### src/rtl/core_pkg.sv
// core_pkg: shared CDB packet type and default widths for the result-bus slice
package core_pkg;
    localparam int PHYS_W_DEFAULT = 6;
    localparam int ROB_W_DEFAULT  = 6;
    localparam int XLEN_DEFAULT   = 64;
    localparam int CDB_W_DEFAULT  = 2;

    typedef struct packed {
        logic [PHYS_W_DEFAULT-1:0] tag;
        logic [XLEN_DEFAULT-1:0]   value;
        logic [ROB_W_DEFAULT-1:0]  rob_tag;
    } cdb_pkt_t;
endpackage

### src/rtl/cdb_result_fifo.sv
// cdb_result_fifo: per-FU result buffer; push is refused when full, flush empties it
module cdb_result_fifo
    import core_pkg::*;
#(
    parameter int  DEPTH = 2,
    parameter type pkt_t = cdb_pkt_t
) (
    input  logic clk,
    input  logic reset,
    input  logic flush,
    input  logic push,
    input  pkt_t pkt_in,
    input  logic pop,
    output pkt_t head,
    output logic empty,
    output logic full
);
    localparam int PW = $clog2(DEPTH);

    logic [PW-1:0] wr_ptr, rd_ptr;
    logic [PW:0]   count;
    logic          wr, rd;
    pkt_t          mem [DEPTH];

    assign wr    = push && !full;
    assign rd    = pop && !empty;
    assign empty = count == '0;
    assign full  = count == (PW+1)'(DEPTH);
    assign head  = mem[rd_ptr];

    always_ff @(posedge clk or posedge reset) begin
        if (reset) begin
            wr_ptr <= '0;
            rd_ptr <= '0;
            count  <= '0;
        end else if (flush) begin
            wr_ptr <= '0;
            rd_ptr <= '0;
            count  <= '0;
        end else begin
            wr_ptr <= wr ? wr_ptr + 1'b1 : wr_ptr;
            rd_ptr <= rd ? rd_ptr + 1'b1 : rd_ptr;
            count  <= count + (PW+1)'(wr) - (PW+1)'(rd);
        end
    end

    always_ff @(posedge clk) begin
        if (wr && !flush) mem[wr_ptr] <= pkt_in;
    end
endmodule

### src/rtl/cdb_arbiter.sv
// cdb_arbiter: round-robin grant of up to CDB_W buffered FU results onto registered CDB slots
module cdb_arbiter
    import core_pkg::*;
#(
    parameter int NUM_FU     = 4,
    parameter int CDB_W      = CDB_W_DEFAULT,
    parameter int PHYS_W     = PHYS_W_DEFAULT,
    parameter int ROB_W      = ROB_W_DEFAULT,
    parameter int XLEN       = XLEN_DEFAULT,
    parameter int FIFO_DEPTH = 2
) (
    input  logic                     clk,
    input  logic                     reset,
    input  logic                     flush,
    input  logic [NUM_FU-1:0]        fu_valid,
    output logic [NUM_FU-1:0]        fu_ready,
    input  logic [NUM_FU*PHYS_W-1:0] fu_tag,
    input  logic [NUM_FU*XLEN-1:0]   fu_value,
    input  logic [NUM_FU*ROB_W-1:0]  fu_rob_tag,
    output logic [CDB_W-1:0]         cdb_valid,
    output logic [CDB_W*PHYS_W-1:0]  cdb_tag,
    output logic [CDB_W*XLEN-1:0]    cdb_value,
    output logic [CDB_W*ROB_W-1:0]   cdb_rob_tag,
    output logic [31:0]              cdb_stall_cnt
);
    localparam int RR_W = NUM_FU > 1 ? $clog2(NUM_FU) : 1;

    typedef struct packed {
        logic [PHYS_W-1:0] tag;
        logic [XLEN-1:0]   value;
        logic [ROB_W-1:0]  rob_tag;
    } pkt_t;

    pkt_t                head [NUM_FU];
    logic [NUM_FU-1:0]   empty, full, grant, gr_rot, rot;
    logic [2*NUM_FU-1:0] ne_dbl, gr_dbl;
    logic [RR_W-1:0]     rr_ptr, rr_next;
    logic [RR_W-1:0]     slot_fu [CDB_W];
    logic [CDB_W-1:0]    slot_ok;
    logic                stall;
    int                  n;

    for (genvar i = 0; i < NUM_FU; i++) begin : g_fu
        cdb_result_fifo #(.DEPTH(FIFO_DEPTH), .pkt_t(pkt_t)) u_fifo (
            .clk   (clk),
            .reset (reset),
            .flush (flush),
            .push  (fu_valid[i]),
            .pkt_in(pkt_t'{tag: fu_tag[i*PHYS_W +: PHYS_W], value: fu_value[i*XLEN +: XLEN],
                           rob_tag: fu_rob_tag[i*ROB_W +: ROB_W]}),
            .pop   (grant[i]),
            .head  (head[i]),
            .empty (empty[i]),
            .full  (full[i])
        );
    end

    assign fu_ready = ~full;
    // Work in rotated space so scan position j is FU (rr_ptr + j) mod NUM_FU
    assign ne_dbl = {~empty, ~empty} >> rr_ptr;
    assign rot    = ne_dbl[NUM_FU-1:0];
    assign gr_dbl = {gr_rot, gr_rot} << rr_ptr;
    assign grant  = gr_dbl[2*NUM_FU-1:NUM_FU];
    assign stall  = |(~empty & ~grant);

    always_comb begin
        gr_rot  = '0;
        slot_ok = '0;
        rr_next = rr_ptr;
        n       = 0;
        for (int k = 0; k < CDB_W; k++) slot_fu[k] = '0;
        for (int j = 0; j < NUM_FU; j++) begin
            if (rot[j] && n < CDB_W) begin
                gr_rot[j] = 1'b1;
                for (int k = 0; k < CDB_W; k++) begin
                    if (n == k) begin
                        slot_ok[k] = 1'b1;
                        slot_fu[k] = RR_W'((int'(rr_ptr) + j) % NUM_FU);
                    end
                end
                rr_next = RR_W'((int'(rr_ptr) + j + 1) % NUM_FU);
                n++;
            end
        end
    end

    always_ff @(posedge clk or posedge reset) begin
        if (reset) begin
            rr_ptr        <= '0;
            cdb_valid     <= '0;
            cdb_tag       <= '0;
            cdb_value     <= '0;
            cdb_rob_tag   <= '0;
            cdb_stall_cnt <= '0;
        end else begin
            if (stall && cdb_stall_cnt != '1) cdb_stall_cnt <= cdb_stall_cnt + 1'b1;
            if (flush) begin
                cdb_valid <= '0;
            end else begin
                rr_ptr    <= rr_next;
                cdb_valid <= slot_ok;
                for (int k = 0; k < CDB_W; k++) begin
                    cdb_tag[k*PHYS_W +: PHYS_W]  <= slot_ok[k] ? head[slot_fu[k]].tag : '0;
                    cdb_value[k*XLEN +: XLEN]    <= slot_ok[k] ? head[slot_fu[k]].value : '0;
                    cdb_rob_tag[k*ROB_W +: ROB_W] <= slot_ok[k] ? head[slot_fu[k]].rob_tag : '0;
                end
            end
        end
    end
endmodule

### config.mk
export PLATFORM = sky130hd
export DESIGN_NAME = cdb_arbiter
export DESIGN_NICKNAME = d
export VERILOG_FILES = /design/src/rtl/core_pkg.sv /design/src/rtl/cdb_result_fifo.sv /design/src/rtl/cdb_arbiter.sv
export SDC_FILE = /design/constraint.sdc
export NUM_CORES = 1
export LEC_CHECK = 0
export ABC_AREA = 1
export CORE_UTILIZATION = 35
export CTS_CLUSTER_DIAMETER = 60
export CTS_CLUSTER_SIZE = 20
export DETAILED_ROUTE_END_ITERATION = 16
export PLACE_DENSITY = 0.57
export SYNTH_ARGS = -nofsm -noshare
export SYNTH_HDL_FRONTEND = slang
export SYNTH_HIERARCHICAL = 1
export SYNTH_SLANG_ARGS = --single-unit
### constraint.sdc
create_clock -name clk -period 13.9 [get_ports clk]
set_clock_uncertainty 0.05 [all_clocks]
set_input_delay 3.475 -clock clk [delete_from_list [all_inputs] [get_ports clk]]
set_output_delay 3.475 -clock clk [all_outputs]
set_load 0.01 [all_outputs]
==> results of run 1 <==
-- layout make-up --
type	count	area, sq um	share of cell area
Inverter	96	395	0.00874
Clock inverter	61	772	0.0171
Timing Repair Buffer	538	5290	0.117
Clock buffer	83	1980	0.0438
Tap cell	1380	1730	0.0382
Multi-Input combinational cell	2689	11700	0.258
Antenna cell	9	22.5	0.000498
Sequential cell	812	23400	0.517
-- flip-flops by register name, indices dropped and copies added, names as in the netlist --
name                flops
g_fu.u_fifo/mem       608
cdb_value             128
cdb_stall_cnt          32
cdb_rob_tag            12
cdb_tag                12
g_fu.u_fifo/count       8
g_fu.u_fifo/rd_ptr      4
g_fu.u_fifo/wr_ptr      4
cdb_valid               2
rr_ptr                  2
-- per-stage QoR --
step | instances | util | area, sq um | setup slack (ns) | hold slack, ns
finish | 5668 | 0.436 | 45200 | 7.77 | 0.433
global route | 5668 | 0.436 | 45200 | 7.66 | 0.450
CTS | 5659 | 0.436 | 45200 | 7.88 | 0.434
detailed placement | 5515 | 0.410 | 42400 | 7.22 | 0.415
global placement | 5515 | 0.410 | 42400 | 7.23 | 0.411
floorplan | 3831 | - | 36600 | 4.54 | 0.419
-- cell families after synthesis --
| kind of cell | share of synthesized area |
|---|---|
| and+or+nand+nor | 0.300 |
| AOI/OAI and AO/OA | 0.00390 |
| adders and majority gates | 0.00478 |
| DFF | 0.638 |
| xor gates and xnor gates | 0.00786 |
| buffers and inverters | 0.0458 |
-- routing by layer --
| metal | GRT usage | up-vias | wire [um] | share of wire |
|---|---|---|---|---|
| met5 | 0 | - | 221 | 0.0017 |
| met4 | 0.0913 | 34 | 4580 | 0.036 |
| met3 | 0.0490 | 223 | 9290 | 0.073 |
| met2 | 0.376 | 1184 | 59200 | 0.46 |
| met1 | 0.318 | 14108 | 54300 | 0.43 |
| li1 | - | 13561 | - | - |
-- worst max-delay path by stage --
stage,from,end,slack [ns],cells after the start
floorplan,fu_valid[3],g_fu[3].u_fifo/mem[1][0],4.54,2
global placement,flush,g_fu[2].u_fifo/mem[0][13],7.23,6
detailed placement,flush,g_fu[2].u_fifo/mem[0][10],7.22,6
CTS,flush,g_fu[2].u_fifo/mem[0][67],7.88,6
global route,flush,g_fu[2].u_fifo/mem[0][67],7.66,6
finish,flush,g_fu[2].u_fifo/mem[0][8],7.77,6
-- cell usage after synthesis, drive strengths merged --
library cell and n:
inv 95, dfrtp 204, ha 14, buf 165
or2 2, edfxtp 608, nor2 37, nor4 9
xnor2 6, clkinv 1, a211oi 1, nand2 1791
o21ai 12, nor3 17, nand3 749, a21oi 8
nand4 16, clkbuf 69, a31o 1, xor2 26
-- critical path, delay by kind of cell --
kind,cells,cell delay (ns)
AND/OR/NAND/NOR,1,0.24
buffers and inverters,5,2.27
==> run summary, run 1 <==
first-pass GRT wire length = 186 mm
clock tree buffer depth = 3
final WL = 128 mm
DP HPWL = 83.1 mm
CP startpoint kind = primary input
initial cell density of the core = 0.353
Hold Path End = cdb_value[55]
Avg WL per Cell = 22.5 um
Pre-antenna DRT Iters = 6
most frequent cells in the layout = 1782 x nand2_1, 743 x nand3_1, 608 x edfxtp_1
largest cells by area after synthesis = edfxtp_1 50%, nand2_1 18%, dfrtp_1 14%
crit-path max FO = 86
Syn Inst Count = 3831
Final Hold Fails = 0
Max Cap Viol = 0
clock root cell = clkbuf_16
DIE HEIGHT = 325 um
final setup TNS = 0 ns
clock sinks = 812
Nets = 4539
io pins = 501
hold_buf cts = 0
Worst-path clk slew = 0.07 ns
reg-to-reg setup timing slack = 8.66 ns
Slowest-stage cell, CP = buf_4
vias after detailed routing = 29110
die area = 106000 sq um
htree depth = 3
fin. max-slew vios = 0
worst path cell trace = buf_6 -> buf_4 -> inv_1 -> nand4_1 -> inv_4 -> buf_4
cell taking the most area after synthesis = edfxtp_1
clk_lat worst skew = 0.67 ns
Final Cycle Share = 0.441
area fraction of the dominant cell type after synthesis = 0.499
Final min period = 6.13 ns
Fill cells = 9924
highest clock rate = 163 MHz
Cell variety after synth = 36
hold depth = 2
GRT overflow = 0
cell area after synthesis = 36600 sq um
Setup violations, final = 0
# rows = 118
unrepaired setup endpoints after global routing = no
critical path class = in2reg
Setup Buffers After CTS = 0
initial drt markers = 3057
WP data required = 14.15 ns
start of the worst register-to-register path = rr_ptr[0]
# DRC = 0
Max stage delay on crit path = 0.85 ns
pin count of the biggest net entering global routing = 153
reg2reg end = cdb_value[67]
via-per-instance ratio = 5.14
Synth Warn # = 6
relative slew slack = 0.145
IO buf count = 500
number of routed nets with antenna violations = 0
initial antenna violation count = 29
die width = 325 um
sequential area share after synthesis = 0.638
most common cell after layout, fill and taps aside = nand2_1
outcome = complete, no violations
vias in the first global route = 27345
Resize count post-CTS = 0
hold path startpoint = cdb_value[55]
GRT Util Overall = 0.237
Hold Crit Class = reg2reg
CP Capture Type = register
Synth Register Bits = 812
CTS tree = built
Slew @ Worst Pin = 1.28 ns
gpl congestion = 0.896
CP arrival = 6.38 ns
core area = 104000 sq um
Area Overhead vs Synth = 23.5%
Synthesized Nets = 4156
TritonCTS buffer count = 77
Reg2Reg Depth = 19
share of layout cells above drive strength 1 = 0.0538
most frequent cell on the critical path = buf_4
syn_area_per_cell = 9.56 sq um
Power of run 1 is left out: the tool's default activity adds up to more than one toggle a clock period on the data nets, which glitch-free logic cannot reach.
==> run 2: changes to the inputs <==
- clock period: 13.9 -> 6.1 ns (I/O delays scaled with it)
==> run summary, run 2 (synthesized netlist as in run 1, its figures left out) <==
DP HPWL = 82.4 mm
Reg2Reg Depth = 18
critical path class = reg2reg
most frequent cell on the critical path = nand2_1
final setup TNS = 0 ns
vias in the first global route = 27766
share of layout cells above drive strength 1 = 0.0566
Reg with most FFs = g_fu.u_fifo/mem
clock sinks = 812
clock tree buffer depth = 3
number of routed nets with antenna violations = 0
CP arrival = 5.36 ns
Max Cap Viol = 0
Pre-antenna DRT Iters = 6
CTS tree = built
highest clock rate = 207 MHz
outcome = complete, no violations
Worst-path clk slew = 0.07 ns
largest registers = g_fu.u_fifo/mem: 608 flops, cdb_value: 128 flops, cdb_stall_cnt: 32 flops
unrepaired setup endpoints after global routing = no
final WL = 130 mm
Slew @ Worst Pin = 1.17 ns
clock root cell = clkbuf_16
Final min period = 4.82 ns
CP Capture Type = register
final std cells w/o fill = 5699
Hold Crit Class = reg2reg
Crit path max-delay family = simple AND/OR/NAND/NOR gates
# rows = 118
max reg flops = 608
reg-to-reg setup timing slack = 1.28 ns
Slowest-stage cell, CP = dfrtp_1
TritonCTS buffer count = 79
CP Depth = 18
WP data required = 6.64 ns
most frequent cells in the layout = 1782 x nand2_1, 743 x nand3_1, 608 x edfxtp_1
htree depth = 3
placed insts = 5524
# DRC = 0
relative slew slack = 0.222
pin count of the biggest net entering global routing = 153
initial cell density of the core = 0.353
crit-path max FO = 108
Hold Path End = cdb_value[13]
die area = 106000 sq um
initial antenna violation count = 36
Setup Buffers After CTS = 0
clk_lat worst skew = 0.66 ns
Resize count post-CTS = 0
first-pass GRT wire length = 190 mm
IO buf count = 500
reg2reg end = cdb_value[80]
initial drt markers = 3007
start of the worst register-to-register path = rr_ptr[0]
Nets = 4550
gpl congestion = 0.889
core area = 104000 sq um
Final Cycle Share = 0.791
worst path cell trace = inv_4 -> nand2_2 -> nand2_1 -> nand2_1 -> nand2_1 -> ha_1 -> inv_1 -> nand3_4 -> nand2_1 -> nand2_2 -> inv_2 -> nand3_4 -> nand2_8 -> buf_4 -> nand2_1 -> nand3_1 -> nand3_1 -> nand2_1
hold path startpoint = cdb_value[13]
GRT overflow = 0
vias after detailed routing = 29456
DIE HEIGHT = 325 um
Avg WL per Cell = 22.8 um
io pins = 501
hold_buf cts = 0
Setup violations, final = 0
fin. max-slew vios = 0
Final Hold Fails = 0
via-per-instance ratio = 5.17
die width = 325 um
hold depth = 2
most common cell after layout, fill and taps aside = nand2_1
Worst Path Buf+Inv = 4
CP startpoint kind = register
Max stage delay on crit path = 0.87 ns
GRT Util Overall = 0.241
Area Overhead vs Synth = 24.4%
==> run 2: cell types whose count changed in the layout (fill, tap and decap cells not counted), sizes merged <==
cell      before  now
buf           39   48
clkbuf        83   87
inv          123  115
clkinv        26   30
diode          9   27
bufinv         3    6
clkinvlp       5    6
==> run 2: layout make-up <==
type | instances | area, sq um
Tap cell | 1380 | 1730
Multi-Input combinational cell | 2689 | 11700
Antenna cell | 27 | 67.6
Timing Repair Buffer | 547 | 5450
Sequential cell | 812 | 23400
Inverter | 96 | 392
Clock buffer | 87 | 2070
Fill cell | 9887 | 58100
Clock inverter | 61 | 774
==> run 2: worst max path at each step <==
stage | startpoint | end | slack (ns)
final | rr_ptr[0] | cdb_value[80] | 1.28
after global placement | rr_ptr[0] | cdb_value[85] | 1.51
after detailed placement | rr_ptr[0] | cdb_value[89] | 1.40
after global routing | rr_ptr[0] | cdb_value[80] | 0.90
after CTS | rr_ptr[0] | cdb_value[80] | 1.40
after floorplan | fu_valid[3] | g_fu[3].u_fifo/mem[1][0] | 1.03
==> run 2: tightest hold or removal path: cells and delay by family, from the launching register on <==
| kind | cells | cell delay, ns |
|---|---|---|
| flops | 1 | 0.34 |
| simple gates | 2 | 0.11 |
==> run 2: stage by stage <==
stage | setup slack, ns | hold WS (ns) | utilization | instance area (sq um)
after floorplan | 1.03 | 0.419 | - | 36600
after global placement | 1.51 | 0.412 | 0.411 | 42600
after detailed placement | 1.40 | 0.415 | 0.411 | 42600
after CTS | 1.40 | 0.432 | 0.439 | 45500
after global routing | 0.897 | 0.450 | 0.439 | 45500
final | 1.28 | 0.431 | 0.439 | 45500
==> run 2: metal layers <==
| layer | wire [um] | share of wire | global-route usage | up-vias |
|---|---|---|---|---|
| li1 | - | - | - | 13619 |
| met1 | 55300 | 0.43 | 0.330 | 14213 |
| met2 | 59600 | 0.46 | 0.376 | 1386 |
| met3 | 10700 | 0.083 | 0.0470 | 218 |
| met4 | 4230 | 0.033 | 0.0969 | 20 |
| met5 | 137 | 0.0011 | 0 | - |
Power of run 2 is left out for the same reason.
